$ cat config.mk
export PLATFORM = sky130hd
export DESIGN_NAME = mario_motion_ctrl
export DESIGN_NICKNAME = d
export VERILOG_FILES = /design/src/rtl/mario_motion_ctrl.sv
export SDC_FILE = /design/constraint.sdc
export NUM_CORES = 1
export LEC_CHECK = 0
export CAP_MARGIN = 10
export CORE_UTILIZATION = 40
export DETAILED_ROUTE_END_ITERATION = 6
export PLACE_DENSITY = 0.67
export SYNTH_ARGS = -nofsm -noshare
export SYNTH_HDL_FRONTEND = slang
export SYNTH_SLANG_ARGS = --single-unit
$ cat constraint.sdc
create_clock -name clk_25mhz -period 6 [get_ports clk_25mhz]
set_input_delay 1.5 -clock clk_25mhz [delete_from_list [all_inputs] [get_ports clk_25mhz]]
set_output_delay 1.5 -clock clk_25mhz [all_outputs]
set_load 0.01 [all_outputs]
$ cat src/rtl/mario_motion_ctrl.sv
// Player motion controller: synchronizes buttons and, once per frame, advances
// the sprite position through a walk / rise / fall state machine with gravity.
module mario_motion_ctrl #(
    parameter logic [9:0] X_MAX    = 10'd608,
    parameter logic [9:0] GROUND_Y = 10'd400,
    parameter logic [9:0] START_X  = 10'd32,
    parameter logic [3:0] WALK_SPD = 4'd2,
    parameter logic [3:0] JUMP_V   = 4'd8,
    parameter logic [3:0] GRAVITY  = 4'd1,
    parameter logic [3:0] V_MAX    = 4'd8,
    parameter logic [3:0] CUT_V    = 4'd2
) (
    input  logic       clk_25mhz,
    input  logic       RST_N,
    input  logic       frame_tick,
    input  logic       btn_left,
    input  logic       btn_right,
    input  logic       btn_jump,
    input  logic       hide,
    output logic [9:0] spr_x,
    output logic [9:0] spr_y,
    output logic       spr_en,
    output logic       facing_left,
    output logic       airborne
);

    typedef enum logic [1:0] {GROUND = 2'd0, RISE = 2'd1, FALL = 2'd2} state_t;

    state_t      state_q, state_d;
    logic [2:0]  btn_meta_q, btn_meta_d, btn_sync_q, btn_sync_d;
    logic [9:0]  spr_x_q, spr_x_d, spr_y_q, spr_y_d;
    logic [3:0]  vy_q, vy_d;
    logic        facing_left_q, facing_left_d;
    logic        jump_prev_q, jump_prev_d;
    logic        spr_en_q, spr_en_d;

    logic        l_s, r_s, j_s, jump_edge;
    logic [10:0] x_up, x_dn, y_fall;
    logic [3:0]  rise_v, fall_v;
    logic [4:0]  fall_nv;

    always_ff @(posedge clk_25mhz) begin
        if (!RST_N) begin
            state_q       <= GROUND;
            btn_meta_q    <= '0;
            btn_sync_q    <= '0;
            spr_x_q       <= START_X;
            spr_y_q       <= GROUND_Y;
            vy_q          <= '0;
            facing_left_q <= 1'b0;
            jump_prev_q   <= 1'b0;
            spr_en_q      <= 1'b0;
        end else begin
            state_q       <= state_d;
            btn_meta_q    <= btn_meta_d;
            btn_sync_q    <= btn_sync_d;
            spr_x_q       <= spr_x_d;
            spr_y_q       <= spr_y_d;
            vy_q          <= vy_d;
            facing_left_q <= facing_left_d;
            jump_prev_q   <= jump_prev_d;
            spr_en_q      <= spr_en_d;
        end
    end

    always_comb begin
        btn_meta_d    = {btn_jump, btn_right, btn_left};
        btn_sync_d    = btn_meta_q;
        spr_en_d      = !hide;
        state_d       = state_q;
        spr_x_d       = spr_x_q;
        spr_y_d       = spr_y_q;
        vy_d          = vy_q;
        facing_left_d = facing_left_q;
        jump_prev_d   = jump_prev_q;

        l_s       = btn_sync_q[0];
        r_s       = btn_sync_q[1];
        j_s       = btn_sync_q[2];
        jump_edge = j_s && !jump_prev_q;

        // 11-bit sums: the borrow/carry bit flags a bound crossing
        x_up    = {1'b0, spr_x_q} + 11'(WALK_SPD);
        x_dn    = {1'b0, spr_x_q} - 11'(WALK_SPD);
        rise_v  = (!j_s && vy_q > CUT_V) ? CUT_V : vy_q;
        fall_nv = {1'b0, vy_q} + 5'(GRAVITY);
        fall_v  = (fall_nv > 5'(V_MAX)) ? V_MAX : fall_nv[3:0];
        y_fall  = {1'b0, spr_y_q} + 11'(fall_v);

        if (frame_tick) begin
            jump_prev_d = j_s;
            if (l_s && !r_s) begin
                spr_x_d       = x_dn[10] ? 10'd0 : x_dn[9:0];
                facing_left_d = 1'b1;
            end else if (r_s && !l_s) begin
                spr_x_d       = (x_up > {1'b0, X_MAX}) ? X_MAX : x_up[9:0];
                facing_left_d = 1'b0;
            end

            case (state_q)
                GROUND: begin
                    if (jump_edge) begin
                        state_d = RISE;
                        vy_d    = JUMP_V;
                    end
                end
                RISE: begin
                    if (10'(rise_v) > spr_y_q) begin
                        spr_y_d = 10'd0;
                        vy_d    = 4'd0;
                        state_d = FALL;
                    end else begin
                        spr_y_d = spr_y_q - 10'(rise_v);
                        if (rise_v <= GRAVITY) begin
                            vy_d    = 4'd0;
                            state_d = FALL;
                        end else begin
                            vy_d = rise_v - GRAVITY;
                        end
                    end
                end
                FALL: begin
                    if (y_fall >= {1'b0, GROUND_Y}) begin
                        spr_y_d = GROUND_Y;
                        vy_d    = 4'd0;
                        state_d = GROUND;
                    end else begin
                        spr_y_d = y_fall[9:0];
                        vy_d    = fall_v;
                    end
                end
                default: begin
                    state_d = GROUND;
                    vy_d    = 4'd0;
                end
            endcase
        end
    end

    assign spr_x       = spr_x_q;
    assign spr_y       = spr_y_q;
    assign spr_en      = spr_en_q;
    assign facing_left = facing_left_q;
    assign airborne    = (state_q != GROUND);

endmodule

# Word level (Yosys, flattened, before mapping)
# Index checks and enable logic that the tools add are counted.
[op_classes] addsub=6 n_lt_le_gt_ge=6 eq_ne=5 muxes=21 reduce_logical=17
[ops] op="10-bit 2-to-1 mux" count=6
[ops] op="4-bit 2-to-1 mux" count=6
[ops] op="10-bit one-hot mux with 2 select lines" count=1
[ops] op="4-bit one-hot mux with 3 select lines" count=1
[ops] op="10-bit by 2-bit adder with 11-bit output (second input constant)" count=1
[ops] op="10-bit by 4-bit adder with 11-bit output" count=1
[ops] op="11-bit by 9-bit greater-or-equal comparator with 1-bit output (second input constant)" count=1
[ops] op="11-bit by 10-bit greater-than comparator with 1-bit output (second input constant)" count=1
[ops] op="10-bit by 2-bit subtractor with 11-bit output (second input constant)" count=1
[ops] op="4-bit by 10-bit greater-than comparator with 1-bit output" count=1
[ops] op="10-bit by 4-bit subtractor with 10-bit output" count=1
[ops] op="2-bit 2-to-1 mux" count=4
[ops] op="2-bit one-hot mux with 3 select lines" count=1
[ops] op="2-bit AND reduction" count=3
[ops] op="2-bit nonzero test" count=3
[ops] op="4-bit by 1-bit adder with 5-bit output (second input constant)" count=1
[ops] op="5-bit by 4-bit greater-than comparator with 1-bit output (second input constant)" count=1
[ops] op="1-bit logical NOT" count=5
[ops] op="4-bit by 2-bit greater-than comparator with 1-bit output (second input constant)" count=1
[ops] op="4-bit by 1-bit less-or-equal comparator with 1-bit output (second input constant)" count=1
[ops] op="1-bit logical AND" count=4
[ops] op="2-bit inequality test (second input constant)" count=2
[ops] op="4-bit AND reduction" count=1
[ops] op="4-bit by 1-bit subtractor with 4-bit output (second input constant)" count=1
[ops] op="other kinds (5)" count=6
[word_totals] register_bits=35 input_bits=7 word_cells=64

# Depth between registers and ports, before layout
# Gate-level depths: netlist (run 1).
[logic_depth] word_depth=7 mapped_depth=19

# Worst setup path after synthesis (run 1)
# OpenSTA, ideal clock, no wires.
[synth_timing] path_kind="reg-to-reg" start="reg vy_q[1]" end="reg state_q[1]" setup_time_ps=86 t_arrival_ps=3523 t_required_ps=5914 path_slack_ps=2390 path_stages_with_launch=17 n_path_buf=2 synth_period_minus_slack_ps=3610 path_cell_list="dfxtp_1 ha_1 and4b_1 a21oi_2 a21oi_1 xor2_1 ha_1 a41oi_1 o21ai_1 and4_4 or2_1 buf_6 o41a_1 o22a_1 buf_6 or2_4 a221oi_2"
[synth_via] elab_chain_cells=7
[synth_lines] element="from (decl)" line_no="32" text="logic [3:0] vy_q, vy_d;"
[synth_lines] element="from (signal assigned)" line_no="59" text="vy_q <= vy_d;"
[synth_lines] element="4-bit by 1-bit adder with 5-bit output" line_no="86" text="fall_nv = {1'b0, vy_q} + 5'(GRAVITY);"
[synth_lines] element="5-bit by 4-bit greater-than comparator with 1-bit output" line_no="87" text="fall_v = (fall_nv > 5'(V_MAX)) ? V_MAX : fall_nv[3:0];"
[synth_lines] element="4-bit 2-to-1 mux" line_no="87"
[synth_lines] element="10-bit by 4-bit adder with 11-bit output" line_no="88" text="y_fall = {1'b0, spr_y_q} + 11'(fall_v);"
[synth_lines] element="11-bit by 9-bit greater-or-equal comparator with 1-bit output" line_no="123" text="if (y_fall >= {1'b0, GROUND_Y}) begin"
[synth_lines] element="2-bit inequality test (no line)"
[synth_lines] element="4-bit AND reduction (no line)"
[synth_lines] element="to (signal assigned)" line_no="54" text="state_q <= state_d;"
[synth_lines] element="to (decl)" line_no="29" text="state_t state_q, state_d;"
# Several ways; a longest one is shown, not always the timed one.
# A chain may end at the register's enable or synchronous reset.

# Final worst setup path (run 1)
[layout_timing] start="reg vy_q[0]" end="reg state_q[1]"
# Same word-level chain as after synthesis.

==> results.json, run 1 <==
{
  "hold_buffers": 0,
  "drc": 0,
  "wl_per_cell_um": 13.8,
  "initial_core_util": 0.417,
  "cts_setup_buffers": 0,
  "dieArea_um2": 7460,
  "placed_cell_area_um2": 3110,
  "ioPinCount": 30,
  "ys.flop_type": "dfxtp_1",
  "syn_area_per_cell_um2": 7.45,
  "via_per_inst": 5.63,
  "synth-async-reset-ratio": 0,
  "synth_warnings": 0,
  "grt_max_degree": 20,
  "rrSetupSlack_ns": 1.90,
  "instances_no_fill": 488,
  "worst_ep_required_time_ns": 6.21,
  "grt.overflow.total": 0,
  "end_kind": "register",
  "insertion_delay_ns": 0.29,
  "netlist_instances": 382,
  "clockBufferDepth": 2,
  "timing.fmax_mhz": 244,
  "diodes": 0,
  "drt_wl_total_um": 6740,
  "power.density_nw_per_um2": 200,
  "power_w": 0.000643,
  "min_to": "btn_sync_q[2]",
  "grt_pass1_wl_um": 11500,
  "hold_start": "btn_meta_q[2]",
  "tightest_slew_ns": 1.16,
  "cts_resized": 0,
  "hold_viol_final": 0,
  "cts.clk_slew.worst_paths_ns": 0.07,
  "status": "finished clean",
  "layout_common_cells": "34 x nand2_1, 34 x dfxtp_1, 31 x nor2_1",
  "core-area_um2": 6830,
  "drive_gt1_frac": 0.0459,
  "synth_seq_area_share": 0.239,
  "grt_pass1_vias": 2483,
  "syn-cell-area_um2": 2850,
  "chipWidth_um": 86.4,
  "nets": 419,
  "cp-start-kind": "register",
  "worst_ep_arrival_time_ns": 4.31,
  "r2r_end": "state_q[1]",
  "finalSetupTns_ns": 0,
  "fin_crit_sh": 0.683,
  "io_buffers": 28,
  "ys_ff_latch": 34,
  "syn_to_final_growth_pct": 13.0,
  "setup_viol": 0,
  "worstHoldPathCells": 1,
  "p_leak_nw": 1.25,
  "cts_tree": "done",
  "hp-class": "register to register",
  "final_antenna_net_count": 0,
  "synth_edf_count": 0,
  "synth_nets": 410,
  "cts_buffers": 5,
  "vias": 2748,
  "crit_type": "register to register",
  "die_y_um": 86.4,
  "root_buffer": "clkbuf_8",
  "setup_ws_ns": 1.90,
  "grtUsageTotal": 0.190,
  "pre_cts_ws_ns": 1.87,
  "finalMaxSlewViolations": 0,
  "synth_cell_type_count": 69,
  "finClkSkew_ns": 0.00874,
  "ir_drop_mv": 0.0719,
  "min_period_ns": 4.10,
  "drt_iter0_drc": 246,
  "r2r-start": "vy_q[0]",
  "htree_levels": 2,
  "dp.cells": 480,
  "r2r_cells": 13,
  "max_cap_violations": 0,
  "antenna_found_initial": 0,
  "clock-sinks": 34,
  "rsz0062_at_grt": "false",
  "dp_hpwl_um": 4880,
  "gp_congestion": 0.828,
  "path_max_fanout": 14,
  "maxSlewHeadroom": 0.226,
  "firstDrtPassIters": 5,
  "core.rowCount": 30,
  "postLayoutCellArea_um2": 3220
}
worst max-delay path by stage:
stage            start         end
3_3_place_gp   vy_q[0]  state_q[1]
2_1_floorplan  vy_q[1]  state_q[1]
4_1_cts        vy_q[0]  state_q[1]
5_1_grt        vy_q[0]  state_q[1]
3_5_place_dp   vy_q[0]  state_q[1]
6_report       vy_q[0]  state_q[1]
critical path, cell delays in order (launching register included):
cell	delay [ns]
dfxtp_1	0.57
ha_1	0.31
and4b_1	0.23
a21oi_2	0.31
a21oi_1	0.18
xor2_1	0.17
ha_1	0.17
a41oi_1	0.04
o21ai_1	0.15
and4_4	0.26
o21ai_0	0.11
a31oi_1	0.94
o21ai_1	0.27
a221oi_2	0.31
sequential cells by signal, summed over array words and instances, names as in the netlist:
register	count
facing_left	1
vy_q	4
jump_prev_q	1
spr_en	1
btn_sync_q	3
btn_meta_q	3
state_q	2
spr_y	10
spr_x	9
per-stage QoR:
| step | util | hold WS (ns) |
|---|---|---|
| floorplan | - | 0.412 |
| global placement | 0.455 | 0.418 |
| detailed placement | 0.455 | 0.428 |
| CTS | 0.471 | 0.450 |
| global route | 0.471 | 0.454 |
| finish | 0.471 | 0.437 |
kinds of logic after synthesis:
family,Yosys count,synth area share
xor+xnor,8,0.0246
flops,34,0.239
fa+ha+maj,22,0.0984
simple gates,147,0.262
compound gates,117,0.280
mux,5,0.0176
buf+inv,48,0.0769
other cells,1,0.00132
layout make-up:
cell class / count / area, µm²
clock buffer: 7 / 76.3
clock inverter: 1 / 30.0
sequential: 34 / 681
multi-input combinational: 300 / 1950
fill: 692 / 3610
tap: 96 / 120
inverter: 22 / 82.6
timing repair buffer: 28 / 280
power breakdown:
group,switching (W),internal (W)
combinational,0.0000954,0.0000766
sequential,0.0000207,0.000238
clock,0.0000886,0.000124
total,0.000205,0.000439
routing by layer:
layer / global-route usage / wire [µm] / up-vias
li1: - / - / 1397
met1: 0.252 / 3200 / 1281
met2: 0.322 / 3200 / 64
met3: 0.0295 / 286 / 6
met4: 0.0500 / 52 / 0
met5: 0 / 0 / -
cell usage after synthesis (2+ instances only):
| library cell | instances | area share |
|---|---|---|
| buf_4 | 2 | 0.0053 |
| nor3_1 | 18 | 0.032 |
| and3_1 | 6 | 0.013 |
| o21ai_1 | 4 | 0.0070 |
| o21a_1 | 6 | 0.016 |
| o31ai_1 | 3 | 0.0079 |
| o311a_1 | 2 | 0.0070 |
| nand3b_1 | 2 | 0.0053 |
| dfxtp_1 | 34 | 0.24 |
| clkbuf_1 | 19 | 0.025 |
| o21ai_0 | 24 | 0.042 |
| a41oi_1 | 2 | 0.0062 |
| nor2b_1 | 7 | 0.015 |
| or4_1 | 2 | 0.0053 |
| and2_1 | 13 | 0.029 |
| or2_2 | 2 | 0.0044 |
| o32a_1 | 2 | 0.0070 |
| nand2_1 | 34 | 0.045 |
| xor2_1 | 4 | 0.012 |
| nor4_1 | 2 | 0.0044 |
| ha_1 | 20 | 0.088 |
| a31oi_1 | 5 | 0.011 |
| nand3_1 | 10 | 0.018 |
| o32ai_1 | 2 | 0.0062 |
| or3_1 | 5 | 0.011 |
| a221oi_2 | 2 | 0.011 |
| buf_6 | 4 | 0.016 |
| o22ai_1 | 4 | 0.0088 |
| inv_1 | 22 | 0.029 |
| a211oi_1 | 5 | 0.013 |
| nor2_1 | 31 | 0.041 |
| mux2i_1 | 5 | 0.018 |
| a22oi_1 | 2 | 0.0053 |
| nand2b_1 | 7 | 0.015 |
| xnor2_1 | 4 | 0.012 |
| a21oi_1 | 30 | 0.053 |
| o211ai_1 | 2 | 0.0053 |
| o221a_2 | 2 | 0.0079 |
| or2_1 | 2 | 0.0044 |
(Power assumes the default switching activity.)
==> inputs of run 2 (changes only) <==
Settings changed: PLACE_DENSITY 0.67 to 0.69.
Clock period 6 ns to 3.7 ns, I/O delays scaled along.
==> results.json, run 2 (synthesis gave the netlist of run 1 again) <==
{
  "cp_top_family": "compound AO/OA/AOI/OAI gates",
  "r2r_end": "state_q[1]",
  "critical_path.endpoint": "state_q[1]",
  "grt_pass1_vias": 2465,
  "hp-class": "register to register",
  "layout_common_cells": "34 x nand2_1, 34 x dfxtp_1, 30 x nor2_1, 30 x a21oi_1, 28 x clkdlybuf4s50_1",
  "initial_core_util": 0.417,
  "ir_drop_mv": 0.117,
  "tightest_slew_ns": 0.679,
  "cts.clk_slew.worst_paths_ns": 0.07,
  "cp_num_cells": 14,
  "r2r-start": "vy_q[0]",
  "placed_cell_area_um2": 3160,
  "r2r_cells": 14,
  "max_cap_violations": 0,
  "setup_viol": 0,
  "crit_type": "register to register",
  "setup_ws_ns": 0.236,
  "maxSlewHeadroom": 0.544,
  "core.rowCount": 30,
  "drt_iter0_drc": 188,
  "firstDrtPassIters": 4,
  "worst_ep_arrival_time_ns": 3.67,
  "min_period_ns": 3.46,
  "cp.buffers_inverters": 0,
  "end_kind": "register",
  "cts_tree": "done",
  "antenna_found_initial": 0,
  "timing.fmax_mhz": 289,
  "vias": 2762,
  "hold_buffers": 0,
  "dp_hpwl_um": 5070,
  "gp_congestion": 0.852,
  "drt_wl_total_um": 6940,
  "crit_slowest_cell": "dfxtp_1",
  "rsz0062_at_grt": "false",
  "finClkSkew_ns": 0.00640,
  "path_max_fanout": 10,
  "io_buffers": 28,
  "hold_viol_final": 0,
  "clockBufferDepth": 2,
  "finalMaxSlewViolations": 0,
  "insertion_delay_ns": 0.29,
  "grt.overflow.total": 0,
  "cts_buffers": 5,
  "wl_per_cell_um": 14.0,
  "postLayoutCellArea_um2": 3280,
  "rrSetupSlack_ns": 0.24,
  "grt_pass1_wl_um": 11600,
  "pre_cts_ws_ns": -0.0210,
  "largest_reg_flops": 10,
  "core-area_um2": 6830,
  "fin_util": 0.480,
  "grtUsageTotal": 0.191,
  "final_antenna_net_count": 0,
  "dieArea_um2": 7460,
  "htree_levels": 2,
  "via_per_inst": 5.58,
  "syn_to_final_growth_pct": 15.2,
  "cts_setup_buffers": 0,
  "diodes": 0,
  "grt_max_degree": 20,
  "root_buffer": "clkbuf_8",
  "die_y_um": 86.4,
  "drc": 0,
  "ioPinCount": 30,
  "chipWidth_um": 86.4,
  "slowest_delay_ns": 0.34,
  "worstPathCellList": "ha_2 > and4b_1 > a21oi_4 > a21oi_1 > xor2_1 > ha_1 > a41oi_1 > o21ai_1 > and4_4 > or2_1 > o41a_1 > o22a_2 > or2_4 > a221oi_2",
  "p_leak_nw": 1.28,
  "fin_crit_sh": 0.936,
  "drive_gt1_frac": 0.0752,
  "status": "finished clean",
  "clock-sinks": 34,
  "nets": 426,
  "cp-start-kind": "register",
  "critical_path.startpoint": "vy_q[0]",
  "power.density_nw_per_um2": 306,
  "worst_ep_required_time_ns": 3.90
}
==> run 2: repair_timing <==
action / in CTS / in global routing
gates resized for setup: 1 / 6
endpoints found under the setup margin: 1 / 9
pin swaps: 0 / 1
==> run 2: report_power, final <==
group          total, W  leakage (nW)  switching, W  internal [W]
sequential     0.000419         0.277     0.0000333      0.000386
clock          0.000289        0.0482      0.000139      0.000150
combinational  0.000296         0.955      0.000163      0.000133
total           0.00100          1.28      0.000335      0.000669
==> run 2: cell type report <==
| class | count | area (µm²) |
|---|---|---|
| fill | 681 | 3550 |
| clock buffer | 7 | 86.3 |
| timing repair buffer | 35 | 333 |
| tap | 96 | 120 |
| multi-input combinational | 300 | 1970 |
| clock inverter | 1 | 5.00 |
| inverter | 22 | 82.6 |
| sequential | 34 | 681 |
==> run 2: worst min path at each step <==
stage | from | end | slack, ns | cells after the start
detailed placement | btn_meta_q[2] | btn_sync_q[2] | 0.42 | 1
CTS | btn_meta_q[1] | btn_sync_q[1] | 0.45 | 1
global placement | btn_meta_q[2] | btn_sync_q[2] | 0.42 | 1
finish | btn_meta_q[0] | btn_sync_q[0] | 0.44 | 1
global route | btn_meta_q[2] | btn_sync_q[2] | 0.47 | 1
floorplan | btn_meta_q[0] | btn_sync_q[0] | 0.41 | 1
==> run 2: stage by stage <==
stage	hold WS [ns]	total power (W)	instances	setup TNS (ns)
floorplan	0.412	0.000629	382	0
global placement	0.417	0.000710	487	0
detailed placement	0.425	0.000717	487	-0.0210
CTS	0.448	0.00101	495	0
global route	0.472	0.00106	495	0
finish	0.440	0.00100	495	0
==> run 2: layer usage <==
metal	vias to the layer above	share of wire	GRT usage
met5	-	0	0
met4	0	0.014	0.0561
met3	13	0.051	0.0267
met2	72	0.46	0.325
met1	1274	0.47	0.252
li1	1403	-	-
